## config.mk

```make
export PLATFORM = sky130hd
export DESIGN_NAME = cnn_axil_master
export DESIGN_NICKNAME = d
export VERILOG_FILES = /design/src/rtl/cnn_axil_master.sv
export SDC_FILE = /design/constraint.sdc
export NUM_CORES = 1
export LEC_CHECK = 0
export BUFFER_PORTS_ARGS = -buffer_cell sky130_fd_sc_hd__buf_2
export CAP_MARGIN = 20
export CORE_MARGIN = 3
export CORE_UTILIZATION = 43
export DETAILED_ROUTE_END_ITERATION = 16
export GPL_TIMING_DRIVEN = 0
export PLACE_DENSITY = 0.87
export SYNTH_ARGS = -nofsm -noshare
export SYNTH_HDL_FRONTEND = slang
export SYNTH_SLANG_ARGS = --single-unit
```

## constraint.sdc

```tcl
create_clock -name clk -period 2.3 [get_ports clk]
set_input_delay 0.115 -clock clk [delete_from_list [all_inputs] [get_ports clk]]
set_output_delay 0.115 -clock clk [all_outputs]
set_load 0.05 [all_outputs]
```

## src/rtl/cnn_axil_master.sv

```systemverilog
// cnn_axil_master: single-outstanding host request/response -> AXI4-Lite initiator.
// Optional feature macro CNN_AXIL_POLL_EN: poll reads re-issue AR until (rdata & mask) != 0.
module cnn_axil_master #(
    parameter int ADDR_W   = 6,
    parameter int DATA_W   = 32,
    parameter int POLL_MAX = 255
) (
    input  logic                clk,
    input  logic                reset_n,
    input  logic                i_req_valid,
    output logic                o_req_ready,
    input  logic                i_req_wr,
    input  logic [ADDR_W-1:0]   i_req_addr,
    input  logic [DATA_W-1:0]   i_req_wdata,
    input  logic [DATA_W/8-1:0] i_req_wstrb,
    input  logic                i_req_poll,
    input  logic [DATA_W-1:0]   i_poll_mask,
    output logic                o_rsp_valid,
    output logic [DATA_W-1:0]   o_rsp_rdata,
    output logic [1:0]          o_rsp_resp,
    output logic [ADDR_W-1:0]   m_axi_awaddr,
    output logic [2:0]          m_axi_awprot,
    output logic                m_axi_awvalid,
    input  logic                m_axi_awready,
    output logic [DATA_W-1:0]   m_axi_wdata,
    output logic [DATA_W/8-1:0] m_axi_wstrb,
    output logic                m_axi_wvalid,
    input  logic                m_axi_wready,
    input  logic [1:0]          m_axi_bresp,
    input  logic                m_axi_bvalid,
    output logic                m_axi_bready,
    output logic [ADDR_W-1:0]   m_axi_araddr,
    output logic [2:0]          m_axi_arprot,
    output logic                m_axi_arvalid,
    input  logic                m_axi_arready,
    input  logic [DATA_W-1:0]   m_axi_rdata,
    input  logic [1:0]          m_axi_rresp,
    input  logic                m_axi_rvalid,
    output logic                m_axi_rready
);

    typedef enum logic [2:0] {
        S_IDLE    = 3'd0,
        S_WR_AW_W = 3'd1,
        S_WR_B    = 3'd2,
        S_RD_AR   = 3'd3,
        S_RD_R    = 3'd4
    } state_t;

    state_t              state_q, state_d;
    logic                req_ready_q, req_ready_d;
    logic                awvalid_q, awvalid_d;
    logic                wvalid_q, wvalid_d;
    logic                aw_done_q, aw_done_d;
    logic                w_done_q, w_done_d;
    logic                bready_q, bready_d;
    logic                arvalid_q, arvalid_d;
    logic                rready_q, rready_d;
    logic                rsp_valid_q, rsp_valid_d;
    logic [ADDR_W-1:0]   addr_q, addr_d;
    logic [DATA_W-1:0]   wdata_q, wdata_d;
    logic [DATA_W/8-1:0] wstrb_q, wstrb_d;
    logic [DATA_W-1:0]   rsp_rdata_q, rsp_rdata_d;
    logic [1:0]          rsp_resp_q, rsp_resp_d;
    logic                aw_hs_s, w_hs_s, aw_fin_s, w_fin_s;

`ifdef CNN_AXIL_POLL_EN
    localparam logic [8:0] POLL_MAX_W = 9'(POLL_MAX);
    logic                poll_q, poll_d;
    logic [DATA_W-1:0]   mask_q, mask_d;
    logic [7:0]          cnt_q, cnt_d;
    logic [8:0]          beats_s;

    // R beats completed including the one currently handshaking
    assign beats_s = {1'b0, cnt_q} + 9'd1;
`else
    logic unused_poll_s;
    assign unused_poll_s = i_req_poll ^ (^i_poll_mask) ^ (POLL_MAX > 0);
`endif

    assign aw_hs_s  = awvalid_q & m_axi_awready;
    assign w_hs_s   = wvalid_q & m_axi_wready;
    assign aw_fin_s = aw_done_q | aw_hs_s;
    assign w_fin_s  = w_done_q | w_hs_s;

    // Next-state and output computation
    always_comb begin
        state_d     = state_q;
        awvalid_d   = awvalid_q;
        wvalid_d    = wvalid_q;
        aw_done_d   = aw_done_q;
        w_done_d    = w_done_q;
        bready_d    = bready_q;
        arvalid_d   = arvalid_q;
        rready_d    = rready_q;
        rsp_valid_d = 1'b0;
        addr_d      = addr_q;
        wdata_d     = wdata_q;
        wstrb_d     = wstrb_q;
        rsp_rdata_d = rsp_rdata_q;
        rsp_resp_d  = rsp_resp_q;
`ifdef CNN_AXIL_POLL_EN
        poll_d      = poll_q;
        mask_d      = mask_q;
        cnt_d       = cnt_q;
`endif
        case (state_q)
            S_IDLE: begin
                if (i_req_valid && req_ready_q) begin
                    addr_d  = i_req_addr;
                    wdata_d = i_req_wdata;
                    wstrb_d = i_req_wstrb;
`ifdef CNN_AXIL_POLL_EN
                    poll_d  = i_req_poll & ~i_req_wr;
                    mask_d  = i_poll_mask;
                    cnt_d   = 8'd0;
`endif
                    if (i_req_wr) begin
                        awvalid_d = 1'b1;
                        wvalid_d  = 1'b1;
                        state_d   = S_WR_AW_W;
                    end else begin
                        arvalid_d = 1'b1;
                        state_d   = S_RD_AR;
                    end
                end else begin
                    state_d = S_IDLE;
                end
            end
            S_WR_AW_W: begin
                // AW and W complete independently, in either order
                if (aw_hs_s) begin
                    awvalid_d = 1'b0;
                end else begin
                    awvalid_d = awvalid_q;
                end
                if (w_hs_s) begin
                    wvalid_d = 1'b0;
                end else begin
                    wvalid_d = wvalid_q;
                end
                if (aw_fin_s && w_fin_s) begin
                    aw_done_d = 1'b0;
                    w_done_d  = 1'b0;
                    bready_d  = 1'b1;
                    state_d   = S_WR_B;
                end else begin
                    aw_done_d = aw_fin_s;
                    w_done_d  = w_fin_s;
                end
            end
            S_WR_B: begin
                if (m_axi_bvalid && bready_q) begin
                    bready_d    = 1'b0;
                    rsp_valid_d = 1'b1;
                    rsp_rdata_d = '0;
                    rsp_resp_d  = m_axi_bresp;
                    state_d     = S_IDLE;
                end else begin
                    state_d = S_WR_B;
                end
            end
            S_RD_AR: begin
                if (arvalid_q && m_axi_arready) begin
                    arvalid_d = 1'b0;
                    rready_d  = 1'b1;
                    state_d   = S_RD_R;
                end else begin
                    state_d = S_RD_AR;
                end
            end
            S_RD_R: begin
                if (m_axi_rvalid && rready_q) begin
                    rready_d    = 1'b0;
                    rsp_rdata_d = m_axi_rdata;
                    rsp_resp_d  = m_axi_rresp;
`ifdef CNN_AXIL_POLL_EN
                    if (poll_q && (m_axi_rresp == 2'b00) && ((m_axi_rdata & mask_q) == '0)) begin
                        if (beats_s >= POLL_MAX_W) begin
                            rsp_resp_d  = 2'b11;
                            rsp_valid_d = 1'b1;
                            state_d     = S_IDLE;
                        end else begin
                            cnt_d     = cnt_q + 8'd1;
                            arvalid_d = 1'b1;
                            state_d   = S_RD_AR;
                        end
                    end else begin
                        rsp_valid_d = 1'b1;
                        state_d     = S_IDLE;
                    end
`else
                    rsp_valid_d = 1'b1;
                    state_d     = S_IDLE;
`endif
                end else begin
                    state_d = S_RD_R;
                end
            end
            default: begin
                state_d = S_IDLE;
            end
        endcase
        req_ready_d = (state_d == S_IDLE);
    end

    // State and output registers
    always_ff @(posedge clk or negedge reset_n) begin
        if (!reset_n) begin
            state_q     <= S_IDLE;
            req_ready_q <= 1'b0;
            awvalid_q   <= 1'b0;
            wvalid_q    <= 1'b0;
            aw_done_q   <= 1'b0;
            w_done_q    <= 1'b0;
            bready_q    <= 1'b0;
            arvalid_q   <= 1'b0;
            rready_q    <= 1'b0;
            rsp_valid_q <= 1'b0;
            addr_q      <= '0;
            wdata_q     <= '0;
            wstrb_q     <= '0;
            rsp_rdata_q <= '0;
            rsp_resp_q  <= 2'b00;
`ifdef CNN_AXIL_POLL_EN
            poll_q      <= 1'b0;
            mask_q      <= '0;
            cnt_q       <= 8'd0;
`endif
        end else begin
            state_q     <= state_d;
            req_ready_q <= req_ready_d;
            awvalid_q   <= awvalid_d;
            wvalid_q    <= wvalid_d;
            aw_done_q   <= aw_done_d;
            w_done_q    <= w_done_d;
            bready_q    <= bready_d;
            arvalid_q   <= arvalid_d;
            rready_q    <= rready_d;
            rsp_valid_q <= rsp_valid_d;
            addr_q      <= addr_d;
            wdata_q     <= wdata_d;
            wstrb_q     <= wstrb_d;
            rsp_rdata_q <= rsp_rdata_d;
            rsp_resp_q  <= rsp_resp_d;
`ifdef CNN_AXIL_POLL_EN
            poll_q      <= poll_d;
            mask_q      <= mask_d;
            cnt_q       <= cnt_d;
`endif
        end
    end

    assign o_req_ready   = req_ready_q;
    assign o_rsp_valid   = rsp_valid_q;
    assign o_rsp_rdata   = rsp_rdata_q;
    assign o_rsp_resp    = rsp_resp_q;
    assign m_axi_awaddr  = addr_q;
    assign m_axi_awprot  = 3'b000;
    assign m_axi_awvalid = awvalid_q;
    assign m_axi_wdata   = wdata_q;
    assign m_axi_wstrb   = wstrb_q;
    assign m_axi_wvalid  = wvalid_q;
    assign m_axi_bready  = bready_q;
    assign m_axi_araddr  = addr_q;
    assign m_axi_arprot  = 3'b000;
    assign m_axi_arvalid = arvalid_q;
    assign m_axi_rready  = rready_q;

endmodule
```

==> run_results.csv <==
group,metric,value,unit
timing,finalMaxSlewViolations,0,
grt,globalRoute.totalOverflow,0,
clock_network,max-clock-path-buffers,2,
die,io-pin-count,215,
timing,fin_crit_sh,86.18,%
grt,antenna_found_initial,0,
timing,tightestPinTransition,0.8947,ns
synth,yosysSeqAreaShare,63.54,%
die,die_w,95.78,microns
place,place.gp.congestion,0.8139,
layout,nFillCells,522,
clock_network,htree_num_levels,3,
synth,synth_mux_area_share,16.03,%
clock_network,numCtsBuffers,9,
route,routedWlPerCell,15.81,microns
die,core,7767,sq um
critical_path,crit_arrival,2.25,ns
route,drt_iter0_markers,87,
route,avgViaCountPerCell,4.855,
synth,synth_top_family_by_area,"multiplexers",
clock_network,clkLatencyLatePin,0.35,ns
layout,layout_commonest_cell,"buf_2",
clock_network,clkTransAtPathRegs,0.08,ns
die,die-area,9173,sq um
route,first_pass_iters,4,
route,vias,2884,
timing,clock.fmax,0.5045,GHz
timing,period_minus_slack,1.982,ns
timing,finalHoldViolations,0,
min_path,min_path_cells,2,
critical_path,worstRegToRegCells,4,
synth,yosys_most_used_dff,"dfrtp_1",
job,maxCapViolCount,0,
critical_path,cp-start-kind,"flop",
power,vdd_drop_max,0.001162,V
layout,seq_area,2202,sq um
clock_network,cts_sinks,88,
synth,ys_ff_latch,88,
power,finalPower,8931,uW
power,p_leak,0.002851,uW
timing,relSlewSlack,40.35,%
layout,fin_nets,607,
critical_path,r2r_end,"o_rsp_rdata[2]",
synth,avgSynthCellArea,14.81,sq um
critical_path,rrSetupSlack,0.32,ns
synth,synth_warnings,0,
critical_path,crit_type,"reg2reg",
grt,first_global_vias,3015,
synth,yosysUniqueCellTypes,31,
layout,final_cell_mix,"buf_2, dfrtp_1, dlygate4sd3_1",
synth,netlist_area,3466,sq um
synth,synth-simple-area-share,4.079,%
synth,postSynth.asyncResetShare,100.0,%
grt,grt_usage,20.22,%
place,io_buffers,175,
outcome,status,"finished clean",
grt,grt_pass1_wl,14220,microns
min_path,min_from,"i_req_wdata[10]",
die,start_util,44.62,%
critical_path,reg2reg_from,"state_q[2]",
die,rows,32,
clock_network,cts_setup_buffers,0,
layout,syn_to_final_growth,54.48,%
timing,setup_viol,0,
route,wl,9389,microns
route,remaining_drc_errors,0,
critical_path,required,2.57,ns
synth,synth_edf_count,0,
clock_network,cts_tree,"done",
critical_path,crit_path_end_kind,"flop",
die,die_y,95.78,microns
layout,multiInputGateArea,1107,sq um
min_path,whs_endpoint,"m_axi_wdata[10]",
layout,drive_above_1_share,52.64,%
layout,diodes,0,
route,ant_nets,0,
power,power_density,1668,nW/um^2
synth,synth-compound-area-share,11.19,%
synth,synth_xor_area_share,0,%
timing,grt_setup_unrepaired,"no",
timing,finalClockSkew,0.01521,ns
place,dp_hpwl,6140,microns
grt,grt_max_degree,48,
critical_path,crit_path_max_fanout,10,
synth,post_synth_fa_ha_maj_area_fraction,0,%
min_path,hold_class,"in2reg",
synth,syn_inst,234,
timing,finalSetupTns,0,ns
clock_network,root_buffer,"clkbuf_8",
-- critical path, stage by stage (launching register included) --
cell and delay [ns]:
dfrtp_1 0.45, nor3b_2 0.23, a32oi_1 0.71, buf_2 0.36, a22o_1 0.17
-- synthesized netlist by cell type, types with 2 or more instances --
cell / instances / share of area [%]
mux2_1: 4 / 1.3
buf_6: 3 / 0.97
dfrtp_1: 88 / 64
a22o_1: 32 / 8.1
mux2_2: 32 / 10
a21oi_1: 5 / 0.72
inv_1: 2 / 0.22
buf_2: 8 / 1.2
nor2_1: 2 / 0.22
nor3b_1: 2 / 0.43
buf_4: 12 / 2.6
nand2_1: 13 / 1.4
o2bb2ai_1: 3 / 0.76
nand3_1: 2 / 0.29
mux2_4: 10 / 4.3
-- routing by layer --
layer / global-route usage, % / wire length, microns / vias up
met5: 0 / 0 / -
met4: 7.583 / 204 / 0
met3: 5.160 / 712 / 21
met2: 35.84 / 4894 / 147
met1: 23.48 / 3578 / 1377
li1: - / - / 1339
-- where the power goes --
| part | switching [uW] | leakage [uW] | internal [uW] | total, uW |
|---|---|---|---|---|
| Combinational | 3580 | 0.00163 | 1450 | 5030 |
| Clock | 546 | 0.000106 | 621 | 1170 |
| Sequential | 455 | 0.00111 | 2280 | 2740 |
| Total | 4580 | 0.00285 | 4360 | 8930 |
-- state kept, by name (all words and copies together), names as in the netlist --
signal and cells:
m_axi_araddr 6, m_axi_awvalid 1, o_rsp_resp 2, w_done_q 1, o_rsp_rdata 32, m_axi_wdata 32, o_req_ready 1, m_axi_wstrb 4
state_q 3, m_axi_arvalid 1, m_axi_wvalid 1, m_axi_bready 1, o_rsp_valid 1, aw_done_q 1, m_axi_rready 1
-- worst max path at each step --
stage                 endpoint  slack, ns  cells past startpoint         from
5_1_grt         o_rsp_rdata[2]       0.20                      4   state_q[0]
3_3_place_gp   m_axi_wdata[29]       0.46                      1      reset_n
4_1_cts         o_rsp_rdata[2]       0.37                      4   state_q[0]
2_1_floorplan  m_axi_araddr[0]       0.46                      5  o_req_ready
3_5_place_dp   o_rsp_rdata[12]       0.39                      4   state_q[0]
6_report        o_rsp_rdata[2]       0.32                      4   state_q[2]
-- per-stage QoR --
step	hold slack (ns)	setup WS, ns	std cells	utilization (%)	cell area, sq um
6_report	0.01596	0.3179	594	68.93	5354
5_1_grt	0.00007960	0.2031	594	68.93	5354
4_1_cts	0.0004077	0.3688	588	68.15	5294
3_5_place_dp	0.1323	0.3938	517	58.17	4518
3_3_place_gp	0.3298	0.4556	516	57.78	4488
2_1_floorplan	-0.1806	0.4633	239	-	3485
-- kinds of logic after synthesis --
kind of cell           after synthesis
AOI/OAI and AO/OA                   47
buffers and inverters               26
DFF                                 88
muxes                               46
other                                1
and+or+nand+nor                     26
-- layout make-up --
cell class,instances,share of cell area [%]
buffer,24,3.132
clock buffer,9,2.314
timing repair buffer,237,28.32
tap,102,2.384
sequential,88,41.13
clock inverter,7,1.893
inverter,2,0.1402
multi-input combinational,125,20.68
-- what timing repair did --
action                    CTS  global route
hold endpoints to repair   95             6
hold buffers               55             6
resized for setup           0             0
Power figures use the tool's default switching activity.
